===== src/rtl/uart_pkg.sv =====
// Shared types and constants for the UART transmit-side FIFO slice.
// The drain FSM states live here so the bench and other UART blocks agree on names.
package uart_pkg;

   localparam int CLKS_PER_BIT = 2813;

   typedef logic [7:0] byte_t;

   typedef enum logic [1:0] {
      IDLE        = 2'd0,
      WAIT_ACTIVE = 2'd1,
      WAIT_DONE   = 2'd2
   } tx_state_e;

endpackage


===== src/rtl/uart_fifo_mem.sv =====
// Simple dual-port byte storage: synchronous write, combinational read.
// The array is deliberately left without reset so it can map onto distributed RAM.
module uart_fifo_mem
   import uart_pkg::*;
#(
   parameter int DEPTH_LOG2 = 4
) (
   input  logic                  clock,
   input  logic                  i_wr_en,
   input  logic [DEPTH_LOG2-1:0] i_wr_addr,
   input  byte_t                 i_wr_data,
   input  logic [DEPTH_LOG2-1:0] i_rd_addr,
   output byte_t                 o_rd_data
);

   localparam int DEPTH = 1 << DEPTH_LOG2;

   byte_t mem [DEPTH];

   always_ff @(posedge clock) begin
      if (i_wr_en) begin
         mem[i_wr_addr] <= i_wr_data;
      end
   end

   assign o_rd_data = mem[i_rd_addr];

endmodule


===== src/rtl/uart_tx_fifo.sv =====
// Byte FIFO that buffers uart_rx output and feeds uart_tx one byte per o_done handshake.
// Optional almost-full flag is enabled with `define UART_TX_FIFO_ALMOST_FULL_EN.
module uart_tx_fifo
   import uart_pkg::*;
#(
   parameter int DEPTH_LOG2 = 4,
   parameter int AF_THRESH  = 12
) (
   input  logic                clock,
   input  logic                reset,
   input  logic                i_wr_en,
   input  byte_t               i_wr_data,
   input  logic                i_tx_active,
   input  logic                i_tx_done,
   output logic                o_tx_data_avail,
   output byte_t               o_tx_data_byte,
   output logic                o_empty,
   output logic                o_full,
   output logic [DEPTH_LOG2:0] o_count,
`ifdef UART_TX_FIFO_ALMOST_FULL_EN
   output logic                o_almost_full,
`endif
   output logic                o_overflow
);

   localparam logic [DEPTH_LOG2:0]   FULL_CNT = (DEPTH_LOG2+1)'(1 << DEPTH_LOG2);
   localparam logic [DEPTH_LOG2:0]   CNT_ONE  = (DEPTH_LOG2+1)'(1);
   localparam logic [DEPTH_LOG2-1:0] PTR_ONE  = DEPTH_LOG2'(1);

   tx_state_e             state_q, state_d;
   logic [DEPTH_LOG2-1:0] wr_ptr_q, wr_ptr_d;
   logic [DEPTH_LOG2-1:0] rd_ptr_q, rd_ptr_d;
   logic [DEPTH_LOG2:0]   count_q, count_d;
   logic                  empty_q, full_q, overflow_q, overflow_d;
   logic                  avail_q;
   byte_t                 byte_q, byte_d;
   byte_t                 head_data;
   logic                  pop, push;

   uart_fifo_mem #(
      .DEPTH_LOG2(DEPTH_LOG2)
   ) u_mem (
      .clock     (clock),
      .i_wr_en   (push),
      .i_wr_addr (wr_ptr_q),
      .i_wr_data (i_wr_data),
      .i_rd_addr (rd_ptr_q),
      .o_rd_data (head_data)
   );

   // Launch only from IDLE; both wait states fall back to IDLE on o_done.
   always_comb begin
      state_d = state_q;
      pop     = 1'b0;
      case (state_q)
         IDLE: begin
            if ((count_q != '0) && !i_tx_active) begin
               pop     = 1'b1;
               state_d = WAIT_ACTIVE;
            end
         end
         WAIT_ACTIVE: begin
            if (i_tx_done) begin
               state_d = IDLE;
            end else if (i_tx_active) begin
               state_d = WAIT_DONE;
            end
         end
         WAIT_DONE: begin
            if (i_tx_done) begin
               state_d = IDLE;
            end
         end
         default: state_d = IDLE;
      endcase
   end

   // A pop in the same cycle frees the slot, so a write into a full FIFO still lands.
   always_comb begin
      push       = i_wr_en && (!full_q || pop);
      overflow_d = overflow_q || (i_wr_en && full_q && !pop);
      wr_ptr_d   = push ? wr_ptr_q + PTR_ONE : wr_ptr_q;
      rd_ptr_d   = pop  ? rd_ptr_q + PTR_ONE : rd_ptr_q;
      byte_d     = pop  ? head_data : byte_q;
      case ({push, pop})
         2'b10:   count_d = count_q + CNT_ONE;
         2'b01:   count_d = count_q - CNT_ONE;
         default: count_d = count_q;
      endcase
   end

   always_ff @(posedge clock) begin
      if (reset) begin
         state_q    <= IDLE;
         wr_ptr_q   <= '0;
         rd_ptr_q   <= '0;
         count_q    <= '0;
         empty_q    <= 1'b1;
         full_q     <= 1'b0;
         overflow_q <= 1'b0;
         avail_q    <= 1'b0;
         byte_q     <= '0;
      end else begin
         state_q    <= state_d;
         wr_ptr_q   <= wr_ptr_d;
         rd_ptr_q   <= rd_ptr_d;
         count_q    <= count_d;
         empty_q    <= (count_d == '0);
         full_q     <= (count_d == FULL_CNT);
         overflow_q <= overflow_d;
         avail_q    <= pop;
         byte_q     <= byte_d;
      end
   end

`ifdef UART_TX_FIFO_ALMOST_FULL_EN
   logic almost_full_q;

   always_ff @(posedge clock) begin
      if (reset) begin
         almost_full_q <= 1'b0;
      end else begin
         almost_full_q <= (int'(count_d) >= AF_THRESH);
      end
   end

   assign o_almost_full = almost_full_q;
`endif

   assign o_tx_data_avail = avail_q;
   assign o_tx_data_byte  = byte_q;
   assign o_empty         = empty_q;
   assign o_full          = full_q;
   assign o_count         = count_q;
   assign o_overflow      = overflow_q;

endmodule


===== config.mk =====
export PLATFORM = sky130hd
export DESIGN_NAME = uart_tx_fifo
export DESIGN_NICKNAME = d
export VERILOG_FILES = /design/src/rtl/uart_pkg.sv /design/src/rtl/uart_fifo_mem.sv /design/src/rtl/uart_tx_fifo.sv
export SDC_FILE = /design/constraint.sdc
export NUM_CORES = 1
export LEC_CHECK = 0
export CELL_PAD_IN_SITES_DETAIL_PLACEMENT = 0
export CELL_PAD_IN_SITES_GLOBAL_PLACEMENT = 1
export CORE_ASPECT_RATIO = 1.5
export CORE_MARGIN = 3
export CORE_UTILIZATION = 30
export CTS_CLUSTER_DIAMETER = 150
export DETAILED_ROUTE_END_ITERATION = 16
export DONT_BUFFER_PORTS = 1
export PLACE_DENSITY_LB_ADDON = 0.15
export SETUP_SLACK_MARGIN = 0.2
export SYNTH_ARGS = -nofsm -noshare
export SYNTH_HDL_FRONTEND = slang
export SYNTH_HIERARCHICAL = 1
export SYNTH_SLANG_ARGS = --single-unit

===== constraint.sdc =====
create_clock -name clock -period 6.07 [get_ports clock]
set_input_delay 0.9105 -clock clock [delete_from_list [all_inputs] [get_ports clock]]
set_output_delay 0.9105 -clock clock [all_outputs]
set_load 0.1 [all_outputs]

==> impl_metrics.py <==
metrics = {
    "synthesis": {
        "syn_area_um2": 6220,
        "postSynth.asyncResetShare_pct": 0,
        "syn_inst": 359,
        "yosysUniqueCellTypes": 44,
        "yosysWarnings": 6,
        "synth_seq_cells": 155,
        "synth_area_per_cell_um2": 17.3,
        "seq_area_frac_synth_pct": 70.5,
        "syn_nets": 377,
        "synth_flop_cell": "edfxtp_1",
        "synth_edf_count": 128,
    },
    "global_route": {
        "grt_pass1_wl_mm": 20.3,
        "grt_overflow_total": 0,
        "grt_pass1_vias": 3338,
        "antenna_found_initial": 0,
        "grt_usage_pct": 12.6,
        "grt_max_degree": 36,
    },
    "clock_network": {
        "holdBufCountCts": 0,
        "clockBufferDepth": 2,
        "post_cts_resize_count": 0,
        "clkSinkCount": 155,
        "tritoncts": "done",
        "cts-root-buf": "clkbuf_16",
        "clk_transition_reported_paths_ps": 70,
        "cts_buffers": 17,
        "insertion_delay_ps": 420,
        "cts_setup_buffers": 0,
        "htreeDepth": 4,
    },
    "critical_path": {
        "worstSetupPathType": "flop to flop",
        "cp-end-kind": "flop",
        "cp_common_cell": "ha_1",
        "critPathBufInv": 2,
        "crit_path_max_incr_delay_ps": 480,
        "startpoint_type": "flop",
        "reg2reg_slack_ps": 2300,
        "reg2reg_from": "o_count[0]",
        "critPathLaunch": "o_count[0]",
        "cpMaxStageDelayCell": "a2111o_1",
        "cp.required_ps": 6360,
        "crit_path_cell_trace": "buf_4, nor3_2, a2111o_1, inv_2, o21ai_2, ha_1, xor2_1, ha_1, and3b_2, o21ai_0, a21oi_2, mux2_1, nor4b_1",
        "critical_path_arrival_ps": 4060,
        "cp_max_fo": 16,
        "reg2regPathDepth": 13,
        "r2r_end": "o_full",
        "crit_family": "compound AO/OA/AOI/OAI gates",
    },
    "sta": {
        "finalHoldViolations": 0,
        "final.setup.worst_slack_ps": 2300,
        "skew_ps": 11.3,
        "fin_setup_tns_ps": 0,
        "fin_hold_ws_ps": 503,
        "worst_pin_slew_ps": 1070,
        "fin_crit_sh_pct": 62.2,
        "fin_crit_ps": 3770,
        "slew_headroom_pct": 28.1,
        "finalSetupViolCount": 0,
        "grt_setup_unrepaired": "no",
        "fmax_ghz": 0.265,
        "drv_slew": 0,
    },
    "cells_and_area": {
        "drive_above_1_share_pct": 17.9,
        "utilization_pct": 35.3,
        "diodes": 0,
        "syn2layout_area_growth_pct": 14.1,
        "fin_nets": 390,
        "instances_no_fill": 645,
        "design_area_um2": 7100,
    },
    "min_path": {
        "hold_depth": 1,
        "hold_start": "state_q[1]",
        "min_to": "state_q[0]",
        "hp-class": "flop to flop",
    },
    "detailed_routing": {
        "vias": 3168,
        "drt-vias-per-instance": 4.91,
        "antenna_left": 0,
        "drt_iter0_drc": 162,
        "routedWlPerCell_um": 20.9,
        "drtPass1Iterations": 4,
        "wl_mm": 13.4,
        "drc": 0,
    },
    "pwr": {
        "cellPowerDensity_nw_per_um2": 437,
        "p_leak_nw": 2.30,
        "peakVddDrop_uv": 205,
        "power_mw": 3.10,
    },
    "die": {
        "rows": 63,
        "die_h_um": 182,
        "die_w_um": 124,
        "core_area_um2": 20100,
        "die-area_um2": 22500,
        "initial_core_util_pct": 30.9,
        "ios": 30,
    },
    "placement": {
        "place_inst": 613,
        "gp_congestion": 0.718,
        "dpl_cell_area_um2": 6510,
        "dp_hpwl_mm": 9.02,
        "io_buffers": 0,
        "dp_slack_ps": 2250,
    },
    "run": {
        "drv_cap": 0,
    },
    "outcome": {
        "status": "completed",
    },
}
-- routing by layer --
layer	GRT usage [%]	wire, um	vias up
li1	-	-	1438
met1	14.3	5430	1650
met2	22.1	7160	61
met3	3.47	550	19
met4	5.23	310	0
met5	0	0	-
-- how the worst max path moves through the flow --
stage	endpoint	cells after the start	slack [ps]
finish	o_full	13	2300
global route	o_full	13	1950
CTS	o_full	13	2220
detailed placement	o_full	13	2250
global placement	o_full	13	2360
floorplan	o_full	14	2270
-- final cells by class --
| cell class | instances | area, um^2 |
|---|---|---|
| fillers | 1923 | 13000 |
| flip-flops and latches | 155 | 4390 |
| multi-input cells | 180 | 1690 |
| clock buffers | 17 | 425 |
| well taps | 260 | 325 |
| clock inverters | 15 | 163 |
| repair buffers | 11 | 82.6 |
| inverters | 7 | 26.3 |
-- synthesized netlist by cell type (2+ instances only) --
cell type        instances  area [um^2]
edfxtp_1               128         3840
nand2_1                 30          113
nor2_1                  28          105
dfxtp_1                 27          541
mux4_2                  18          405
a22oi_1                 16          120
mux4_1                  14          368
a21oi_1                 13         65.1
xor2_1                   9         78.8
nor3_1                   7         35.0
inv_1                    6         22.5
buf_2                    5         25.0
ha_1                     5         62.6
xnor2_1                  5         43.8
buf_6                    4         45.0
clkbuf_1                 4         15.0
nor2b_1                  4         25.0
clkdlybuf4s25_2          3         30.0
mux2i_1                  3         30.0
a31oi_1                  2         12.5
and2_1                   2         12.5
nand2b_1                 2         12.5
nand3b_1                 2         15.0
nand4_1                  2         12.5
-- cell families (layout without fill, tap and decap cells) --
logic type,after synthesis,in the layout,synth area share [%]
buffers and inverters,24,50,2.39
XOR/XNOR,14,14,1.97
AND/OR/NAND/NOR,84,84,6.28
AO/OA/AOI/OAI,41,41,4.73
multiplexers,36,36,13.1
adder cells (fa/ha/maj),5,5,1.01
flip-flops,155,155,70.5
-- power breakdown --
part	total [mW]	internal, mW	switching, mW	leakage, nW
clock	1.05	0.612	0.436	0.279
combinational	0.634	0.245	0.390	0.646
sequential	1.42	1.21	0.208	1.38
total	3.10	2.07	1.03	2.30
-- cell usage in the layout (no fill, tap or decap), types with 6 or more instances in the layout --
master	synthesis	routed
edfxtp_1	128	128
nand2_1	30	30
nor2_1	28	28
dfxtp_1	27	26
mux4_2	18	18
clkbuf_16	0	17
a22oi_1	16	16
mux4_1	14	14
a21oi_1	13	13
buf_4	1	11
xor2_1	9	9
inv_1	6	6
nor3_1	7	6
-- registers in the layout, indices dropped and copies added (netlist names) --
signal           flops
o_count              5
o_empty              1
o_full               1
o_overflow           1
o_tx_data_avail      1
o_tx_data_byte       8
rd_ptr_q             4
state_q              2
u_mem/mem          128
wr_ptr_q             4
-- worst reg2reg max path: cells and delay by family (launching register included) --
kind	cells	cell delay, ps
buffers and inverters	2	480
AOI/OAI and AO/OA	4	1110
xor gates and xnor gates	1	190
muxes	1	350
DFF	1	300
and+or+nand+nor	3	630
adders and majority gates	2	600
Power figures use the tool's default switching activity.
